### src/rtl/video_pkg.sv
// Shared types and constants for the video timing / test-pattern source.
package video_pkg;

    typedef enum logic {IDLE, RUN} state_t;

    typedef enum logic [1:0] {PAT_BARS, PAT_RAMP, PAT_CHECK, PAT_SOLID} pat_t;

    localparam logic [9:0] PIX_MAX = 10'h3FF;

    // {R,G,B}: white, yellow, cyan, green, magenta, red, blue, black
    localparam logic [29:0] BAR_RGB [8] = '{
        {PIX_MAX, PIX_MAX, PIX_MAX},
        {PIX_MAX, PIX_MAX, 10'h000},
        {10'h000, PIX_MAX, PIX_MAX},
        {10'h000, PIX_MAX, 10'h000},
        {PIX_MAX, 10'h000, PIX_MAX},
        {PIX_MAX, 10'h000, 10'h000},
        {10'h000, 10'h000, PIX_MAX},
        {10'h000, 10'h000, 10'h000}
    };

endpackage

### src/rtl/video_pattern_gen.sv
// Combinational test-pattern lookup: pixel position / bar index / pattern -> 30-bit RGB.
module video_pattern_gen
    import video_pkg::*;
(
    input  logic [1:0]  i_pat,
    input  logic [9:0]  i_x,
    input  logic [9:0]  i_y,
    input  logic [2:0]  i_bar_idx,
    input  logic [29:0] i_solid,
    output logic [29:0] o_rgb
);

    always_comb begin
        o_rgb = '0;
        case (pat_t'(i_pat))
            PAT_BARS:  o_rgb = BAR_RGB[i_bar_idx];
            PAT_RAMP:  o_rgb = {i_x, i_x, i_x};
            PAT_CHECK: o_rgb = (i_x[3] ^ i_y[3]) ? {PIX_MAX, PIX_MAX, PIX_MAX} : '0;
            PAT_SOLID: o_rgb = i_solid;
            default:   o_rgb = '0;
        endcase
    end

endmodule

### src/rtl/video_timing_gen.sv
// Frame timing generator: h/v counters, region decode, colour-bar counter and registered
// sync/de/RGB outputs, running frame after frame while i_en is held.
module video_timing_gen
    import video_pkg::*;
#(
    parameter int unsigned VSYNC_POL = 0,
    parameter int unsigned HSYNC_POL = 0,
    parameter int unsigned VSW       = 1,
    parameter int unsigned VBP       = 1,
    parameter int unsigned VACT      = 4,
    parameter int unsigned VFP       = 1,
    parameter int unsigned HSW       = 1,
    parameter int unsigned HBP       = 2,
    parameter int unsigned HACT      = 10,
    parameter int unsigned HFP       = 2
) (
    input  logic        clk,
    input  logic        rstn,
    input  logic        i_en,
    input  logic [1:0]  i_pat_sel,
    input  logic [29:0] i_solid_rgb,
    output logic        o_vsync,
    output logic        o_hsync,
    output logic        o_de,
    output logic [9:0]  o_r_data,
    output logic [9:0]  o_g_data,
    output logic [9:0]  o_b_data,
    output logic        o_busy,
    output logic [15:0] o_frame_cnt
);

    localparam int unsigned VTOT = VSW + VBP + VACT + VFP;
    localparam int unsigned HTOT = HSW + HBP + HACT + HFP;
    localparam int unsigned CW   = 16;
    localparam int unsigned BW   = (HACT / 8 == 0) ? 1 : HACT / 8;

    localparam logic [CW-1:0] H_LAST  = CW'(HTOT - 1);
    localparam logic [CW-1:0] V_LAST  = CW'(VTOT - 1);
    localparam logic [CW-1:0] H_SW_E  = CW'(HSW);
    localparam logic [CW-1:0] H_ACT_S = CW'(HSW + HBP);
    localparam logic [CW-1:0] H_ACT_E = CW'(HSW + HBP + HACT);
    localparam logic [CW-1:0] V_SW_E  = CW'(VSW);
    localparam logic [CW-1:0] V_ACT_S = CW'(VSW + VBP);
    localparam logic [CW-1:0] V_ACT_E = CW'(VSW + VBP + VACT);
    localparam logic [CW-1:0] BW_M1   = CW'(BW - 1);
    localparam logic          VS_IDLE = (VSYNC_POL != 0);
    localparam logic          HS_IDLE = (HSYNC_POL != 0);

    state_t        state_q;
    logic [CW-1:0] h_q, v_q, h_nxt, v_nxt;
    logic [CW-1:0] bar_cnt_q, bar_cnt_d;
    logic [2:0]    bar_idx_q, bar_idx_d;
    logic [1:0]    pat_q;
    logic [29:0]   solid_q;

    logic          vsync_q, hsync_q, de_q, busy_q;
    logic [29:0]   rgb_q, rgb_c;
    logic [15:0]   frame_cnt_q;

    logic h_sw, v_sw, h_act, v_act, de_c, last_pix;
    logic [9:0] pix_x, pix_y;

    assign h_sw     = (h_q < H_SW_E);
    assign v_sw     = (v_q < V_SW_E);
    assign h_act    = (h_q >= H_ACT_S) && (h_q < H_ACT_E);
    assign v_act    = (v_q >= V_ACT_S) && (v_q < V_ACT_E);
    assign de_c     = h_act && v_act;
    assign last_pix = (h_q == H_LAST) && (v_q == V_LAST);
    assign pix_x    = 10'(h_q - H_ACT_S);
    assign pix_y    = 10'(v_q - V_ACT_S);

    always_comb begin
        h_nxt = h_q + CW'(1);
        v_nxt = v_q;
        if (h_q == H_LAST) begin
            h_nxt = '0;
            v_nxt = (v_q == V_LAST) ? '0 : v_q + CW'(1);
        end
    end

    // Bar index tracks min(x/BW, 7) incrementally, restarted just before each active span.
    always_comb begin
        bar_cnt_d = bar_cnt_q;
        bar_idx_d = bar_idx_q;
        if (h_act) begin
            if (bar_cnt_q == BW_M1) begin
                bar_cnt_d = '0;
                if (bar_idx_q != 3'd7) bar_idx_d = bar_idx_q + 3'd1;
            end else begin
                bar_cnt_d = bar_cnt_q + CW'(1);
            end
        end
        if (h_nxt == H_ACT_S) begin
            bar_cnt_d = '0;
            bar_idx_d = '0;
        end
    end

    video_pattern_gen u_pattern (
        .i_pat     (pat_q),
        .i_x       (pix_x),
        .i_y       (pix_y),
        .i_bar_idx (bar_idx_q),
        .i_solid   (solid_q),
        .o_rgb     (rgb_c)
    );

    always_ff @(posedge clk or negedge rstn) begin
        if (!rstn) begin
            state_q     <= IDLE;
            h_q         <= '0;
            v_q         <= '0;
            bar_cnt_q   <= '0;
            bar_idx_q   <= '0;
            pat_q       <= PAT_BARS;
            solid_q     <= '0;
            vsync_q     <= VS_IDLE;
            hsync_q     <= HS_IDLE;
            de_q        <= 1'b0;
            rgb_q       <= '0;
            busy_q      <= 1'b0;
            frame_cnt_q <= '0;
        end else begin
            unique case (state_q)
                IDLE: begin
                    vsync_q <= VS_IDLE;
                    hsync_q <= HS_IDLE;
                    de_q    <= 1'b0;
                    rgb_q   <= '0;
                    busy_q  <= 1'b0;
                    if (i_en) begin
                        state_q   <= RUN;
                        h_q       <= '0;
                        v_q       <= '0;
                        bar_cnt_q <= '0;
                        bar_idx_q <= '0;
                        pat_q     <= i_pat_sel;
                        solid_q   <= i_solid_rgb;
                    end
                end
                RUN: begin
                    vsync_q   <= v_sw ^ VS_IDLE;
                    hsync_q   <= h_sw ^ HS_IDLE;
                    de_q      <= de_c;
                    rgb_q     <= de_c ? rgb_c : '0;
                    busy_q    <= 1'b1;
                    h_q       <= h_nxt;
                    v_q       <= v_nxt;
                    bar_cnt_q <= bar_cnt_d;
                    bar_idx_q <= bar_idx_d;
                    if (last_pix) begin
                        frame_cnt_q <= frame_cnt_q + 16'd1;
                        if (i_en) begin
                            pat_q   <= i_pat_sel;
                            solid_q <= i_solid_rgb;
                        end else begin
                            state_q <= IDLE;
                        end
                    end
                end
                default: state_q <= IDLE;
            endcase
        end
    end

    assign o_vsync     = vsync_q;
    assign o_hsync     = hsync_q;
    assign o_de        = de_q;
    assign o_r_data    = rgb_q[29:20];
    assign o_g_data    = rgb_q[19:10];
    assign o_b_data    = rgb_q[9:0];
    assign o_busy      = busy_q;
    assign o_frame_cnt = frame_cnt_q;

endmodule

### config.mk
export PLATFORM = sky130hd
export DESIGN_NAME = video_timing_gen
export DESIGN_NICKNAME = d
export VERILOG_FILES = /design/src/rtl/video_pkg.sv /design/src/rtl/video_pattern_gen.sv /design/src/rtl/video_timing_gen.sv
export SDC_FILE = /design/constraint.sdc
export NUM_CORES = 1
export LEC_CHECK = 0
export CORE_MARGIN = 1
export CORE_UTILIZATION = 40
export CTS_CLUSTER_SIZE = 20
export DETAILED_ROUTE_END_ITERATION = 10
export RECOVER_POWER = 25
export SETUP_SLACK_MARGIN = 0.1
export SYNTH_ARGS = -nofsm -noshare
export SYNTH_HDL_FRONTEND = slang
export SYNTH_SLANG_ARGS = --single-unit
### constraint.sdc
create_clock -name clk -period 2.6 [get_ports clk]
set_input_delay 0.52 -clock clk [delete_from_list [all_inputs] [get_ports clk]]
set_output_delay 0.52 -clock clk [all_outputs]
set_load 0.05 [all_outputs]
# After elaboration in Yosys (flattened, before gate mapping)
# Memories as Yosys holds them, arrays and structs flattened.
# Index checks and enable logic that the tools add are counted.
[op_classes]
n_reduce_logical = 10
n_eq_ne = 13
magnitude_cmp = 7
addsub = 7
mux = 35
bitwise_logic = 3
[ops]
columns = ["cell", "count"]
rows = [
  ["$mux W30", 6],
  ["$pmux W30 S2", 2],
  ["$pmux W30 S4", 1],
  ["$mux W16", 7],
  ["$pmux W16 S2", 3],
  ["$add A16 B1 Y16 const B", 4],
  ["$ge A16 B2 Y1 const B", 2],
  ["$lt A16 B1 Y1 const B", 2],
  ["$eq A16 B2 Y1 const B", 1],
  ["$eq A16 B3 Y1 const B", 1],
  ["$eq A16 B4 Y1 const B", 1],
  ["$logic_not A16 Y1", 1],
  ["$lt A16 B3 Y1 const B", 1],
  ["$lt A16 B4 Y1 const B", 1],
  ["$mux W3", 5],
  ["$pmux W1 S2", 5],
  ["$sub A10 B2 Y10 const B", 1],
  ["$ne A3 B1 Y1 const B", 3],
  ["$pmux W3 S2", 1],
  ["$reduce_and A2 Y1", 3],
  ["$eq A2 B2 Y1 const B", 2],
  ["$ge A4 B4 Y1 const B", 1],
  ["$logic_and A1 B1 Y1", 4],
  ["$mux W2", 2],
  ["other kinds (13)", 15],
]
[totals]
reg_bits = 134
elab_cells = 89
memories = 1
inputBits = 35
romBits = 240
output_inout_bits = 50
[memory_table]
columns = ["name", "words", "width", "read_ports", "rd_ports_with_merged_regs", "write_ports", "line", "source"]
rows = [
  ["(name not given)", 8, 30, 1, 0, 0, "video_pattern_gen.sv:16", "PAT_BARS: o_rgb = BAR_RGB[i_bar_idx];"],
]

# Depth between registers and ports, before layout
[logic_depth]
depth_word = 7
ltp_mapped = 9

# Hierarchy
# Synthesis repeated with hierarchy kept, for this count alone.
[unflattened]
hier_cells = 665
area_unflattened_um2 = 7216.9
[modules_own_cells]
columns = ["module", "area_per_inst_um2", "n_inst", "cells_per_inst", "seq_area_each_um2"]
rows = [
  ["video_timing_gen", 6437.4, 1, 622, 3353.2],
  ["video_pattern_gen", 779.5, 1, 43, 0.0],
]

# Least setup slack after synthesis
# OpenSTA, ideal clock, no wires.
[synth_path]
path_kind = "flip-flop to flip-flop"
from = "reg h_q[0]"
to = "reg bar_cnt_q[2]"
setup_slack_ps = 129
arrival_ps = 2350
path_buffers = 1
path_stages_with_launch = 10
synth_period_minus_slack_ps = 2471
cell_sequence = "dfrtp_1 > ha_1 > and3_1 > nand2_1 > o32a_1 > a211o_1 > o211ai_2 > buf_2 > o21ai_0 > a22o_1"
[synth_via]
elab_chain_len = 5
word_cells_on_any_way = 11
[synth_lines]
columns = ["element", "line", "source"]
rows = [
  ["start, declared", "video_timing_gen.sv:50", "logic [CW-1:0] h_q, v_q, h_nxt, v_nxt;"],
  ["start signal, assigned", "video_timing_gen.sv:147", "h_q <= h_nxt;"],
  ["$add A16 B1 Y16 or $eq A16 B4 Y1 (tied branches)", "video_timing_gen.sv:73, video_timing_gen.sv:75", ""],
  ["$mux W16", "video_timing_gen.sv:75", "if (h_q == H_LAST) begin"],
  ["$eq A16 B2 Y1", "video_timing_gen.sv:93", "if (h_nxt == H_ACT_S) begin"],
  ["$mux W16 or $ne A3 B1 Y1 (tied branches)", "--", ""],
  ["$pmux W16 S2 or $reduce_and A2 Y1 (tied branches)", "--", ""],
  ["end signal, assigned", "video_timing_gen.sv:149", "bar_cnt_q <= bar_cnt_d;"],
  ["end, declared", "video_timing_gen.sv:51", "logic [CW-1:0] bar_cnt_q, bar_cnt_d;"],
]
# Several ways; a longest one is shown, not always the timed one.
# A chain may end at the register's enable or synchronous reset.

# Worst setup path after layout
[layout_path]
from = "reg h_q[0]"
to = "reg bar_cnt_q[6]"
# Same word-level chain as after synthesis.

==> impl_metrics.yaml <==
yosys:
  netlist_area_um2: 6500
  synth_seq_area_share: 0.516
  synth.top_cell.area_share: 0.516
  synth_area_leader_cell: "dfrtp_1"
  syn_inst: 644
  synth_cell_types: 56
  avgSynthCellArea_um2: 10.1
  ys.flop_type: "dfrtp_1"
  synthArstFlopShare: 1.00
  synth-edff-count: 0
  mappedNetlistNets: 691
  ys_seq_elements: 134
  synth_area_leaders: "dfrtp_1 (52%), mux2_2 (5.9%), nand2_1 (3.9%)"
  ys_warn_count: 0
power_and_ir_drop:
  power.density_nw_per_um2: 703
  total_power_mw: 6.09
  leakage_nw: 3.83
  max-vdd-ir-drop_v: 0.000510
floorplan:
  die_area_um2: 16800
  coreArea_um2: 15900
  start_util: 0.409
  ios: 85
  die_x_um: 129
  die_h_um: 129
  rows: 46
route:
  drt-total-wl_mm: 17.3
  vias: 5429
  viasPerCell: 5.47
  drt-pass1-iter-count: 5
  drc: 0
  postRouteAntennaNets: 0
  drt-wirelength-per-cell_um: 17.5
  drt_iter0_markers: 490
final_layout:
  final-seq-area_um2: 3370
  nFillCells: 1412
  area_growth_pct: 33.2
  drive_gt1_frac: 0.193
  multi_input_area_um2: 3100
  instances_no_fill: 993
  nets: 811
  num_antenna_cells: 0
  fin_util: 0.545
placed_design:
  finalWeightedCongestion: 0.862
  port_buffers: 84
  place_ws_ps: -59.3
  dp_hpwl_mm: 11.8
  place_inst: 949
cts:
  cts_root_buf: "clkbuf_16"
  cts_tree: "built"
  cts.path.max_buffers: 2
  cts_inserted_buffers: 17
  clk_pin_slew_ps: 60
  cts_htree_levels: 4
  clk_latency_ps: 420
  cts_sinks: 134
sta:
  slew_violations: 0
  hold_viol_final: 0
  fin_skew_ps: 7.29
  finalCriticalPeriod_ps: 2440
  fin_ws_ps: 156
  tightest_slew_ps: 1320
  setup_viol: 0
  rsz0062_at_grt: "true"
  fmax_mhz: 409
  tns_ps: 0
  max_slew_margin: 0.120
  fin_crit_sh: 0.940
critical_path:
  r2r_setup_slack_ps: 160
  worstPathRequired_ps: 2910
  start_kind: "flop"
  ff2ff_path_depth: 9
  end_kind: "flop"
  rr_startpoint: "h_q[0]$_DFFE_PN0P_"
  worst-path-max-fanout: 7
  r2r_end: "bar_cnt_q[6]$_DFFE_PN0P_"
  path_class: "flop to flop"
  worstPathArrival_ps: 2750
global_route:
  gr-total-overflow: 0
  met2_usage: 0.373
  antenna_found_initial: 0
  grt_use_met3: 0.0553
  grtUsageTotal: 0.218
  busiest_layer: "met2"
  gr-usage-met1: 0.271
  grt_max_degree: 51
  grt_pass1_wl_mm: 27.8
  grt_pass1_vias: 5472
outcome:
  status: "finished clean"
worst_hold_path:
  min_path_type: "input pin to async pin"
flow_run:
  maxCapViolCount: 0
per-stage QoR:
stage | area (µm²) | hold WS (ps)
2_1_floorplan | 6500 | 224
3_3_place_gp | 7750 | 462
3_5_place_dp | 7750 | 467
4_1_cts | 8430 | 49.0
5_1_grt | 8660 | 485
6_report | 8660 | 382
power breakdown:
group | switching (mW) | internal, mW | leakage [nW]
registers | 0.178 | 2.21 | 1.75
logic | 0.530 | 0.467 | 1.77
clock network | 0.911 | 1.79 | 0.313
cell usage after synthesis (4+ instances only):
cell / count
nor3_1: 12
a22o_1: 19
dfrtp_1: 134
xor2_1: 17
nand4_1: 11
nand2b_1: 4
clkbuf_1: 11
nand3_1: 21
o21ai_0: 49
nor2_1: 49
ha_1: 12
o21ai_1: 9
mux2_2: 34
o31ai_1: 8
inv_1: 17
and3_1: 25
nand2_1: 68
buf_2: 13
nor2b_1: 10
xnor2_1: 13
and2_1: 6
or3_1: 4
a21oi_1: 47
nor4_1: 12
state kept, by name, summed over array words and instances, names as in the netlist:
| name | flops |
|---|---|
| h_q | 16 |
| o_hsync | 1 |
| o_busy | 1 |
| solid_q | 30 |
| o_vsync | 1 |
| bar_cnt_q | 16 |
| o_de | 1 |
| bar_idx_q | 3 |
| state_q | 1 |
| v_q | 16 |
| rgb_q | 30 |
| o_frame_cnt | 16 |
| pat_q | 2 |
layout make-up:
cell class / count / area share
flip-flops and latches: 134 / 0.389
clock buffers: 19 / 0.0500
well taps: 216 / 0.0312
inverters: 17 / 0.00737
repair buffers: 127 / 0.138
clock inverters: 13 / 0.0262
multi-input cells: 467 / 0.358
repair_timing:
item | 4_1_cts | 5_1_grt
gates cloned | 0 | 1
pin swaps | 1 | 7
endpoints found under the setup margin | 19 | 31
endpoints found under the hold margin | 0 | 0
hold buffers | 0 | 0
setup buffers | 0 | 11
gates resized for setup | 5 | 40
layer usage:
| metal | up-vias | wire [µm] |
|---|---|---|
| met1 | 2724 | 7540 |
| met2 | 137 | 8700 |
| met5 | - | 0 |
| li1 | 2536 | - |
| met3 | 32 | 832 |
| met4 | 0 | 274 |
worst max path at each step:
| stage | from | to | slack, ps | cells after the start |
|---|---|---|---|---|
| after floorplan | h_q[0]$_DFFE_PN0P_ | bar_cnt_q[2]$_DFFE_PN0P_ | 130 | 9 |
| after global placement | h_q[0]$_DFFE_PN0P_ | bar_idx_q[0]$_DFFE_PN0P_ | 30 | 8 |
| after detailed placement | h_q[0]$_DFFE_PN0P_ | bar_idx_q[0]$_DFFE_PN0P_ | -60 | 8 |
| after CTS | h_q[2]$_DFFE_PN0P_ | bar_cnt_q[6]$_DFFE_PN0P_ | 110 | 8 |
| after global routing | h_q[1]$_DFFE_PN0P_ | bar_cnt_q[6]$_DFFE_PN0P_ | 50 | 10 |
| final | h_q[0]$_DFFE_PN0P_ | bar_cnt_q[6]$_DFFE_PN0P_ | 160 | 9 |
kinds of logic (layout without fill, tap and decap cells):
family          count (synthesis)  after routing  synth area share
simple gates                  241            241             0.193
fa+ha+maj                      12             12            0.0231
mux                            35             35            0.0606
flops                         134            134             0.516
compound gates                149            149             0.139
xor+xnor                       30             30            0.0404
buf+inv                        43            176            0.0285
cells in the final DEF, fill, tap and decap left out, types with 4 or more instances in the layout:
cell / Yosys / final
clkbuf_16: 0 / 17
xnor2_1: 13 / 13
nor2_2: 1 / 4
o21ai_0: 49 / 47
a21oi_1: 47 / 46
nor2_1: 49 / 46
o31ai_1: 8 / 8
inv_1: 17 / 17
and2_1: 6 / 6
nor3_1: 12 / 11
a22o_1: 19 / 19
xor2_1: 17 / 17
nand3_1: 21 / 19
nor4_1: 12 / 9
bufinv_16: 0 / 6
nand2_1: 68 / 68
dfrtp_1: 134 / 124
buf_6: 1 / 5
buf_4: 0 / 34
nor2b_1: 10 / 10
mux2_2: 34 / 34
ha_1: 12 / 10
nand4_1: 11 / 11
o21ai_1: 9 / 9
and3_1: 25 / 24
nand2b_1: 4 / 4
dfrtp_2: 0 / 10
clkdlybuf4s50_1: 0 / 83
worst max-delay path: stages (launching register included):
cell and delay, ps:
dfrtp_2 440, ha_4 170, and3_4 200, nand2_1 80, o32a_1 360, a211o_4 360
o211ai_4 240, buf_6 170, o21ai_0 100, a22o_1 230
(Power assumes the default switching activity.)
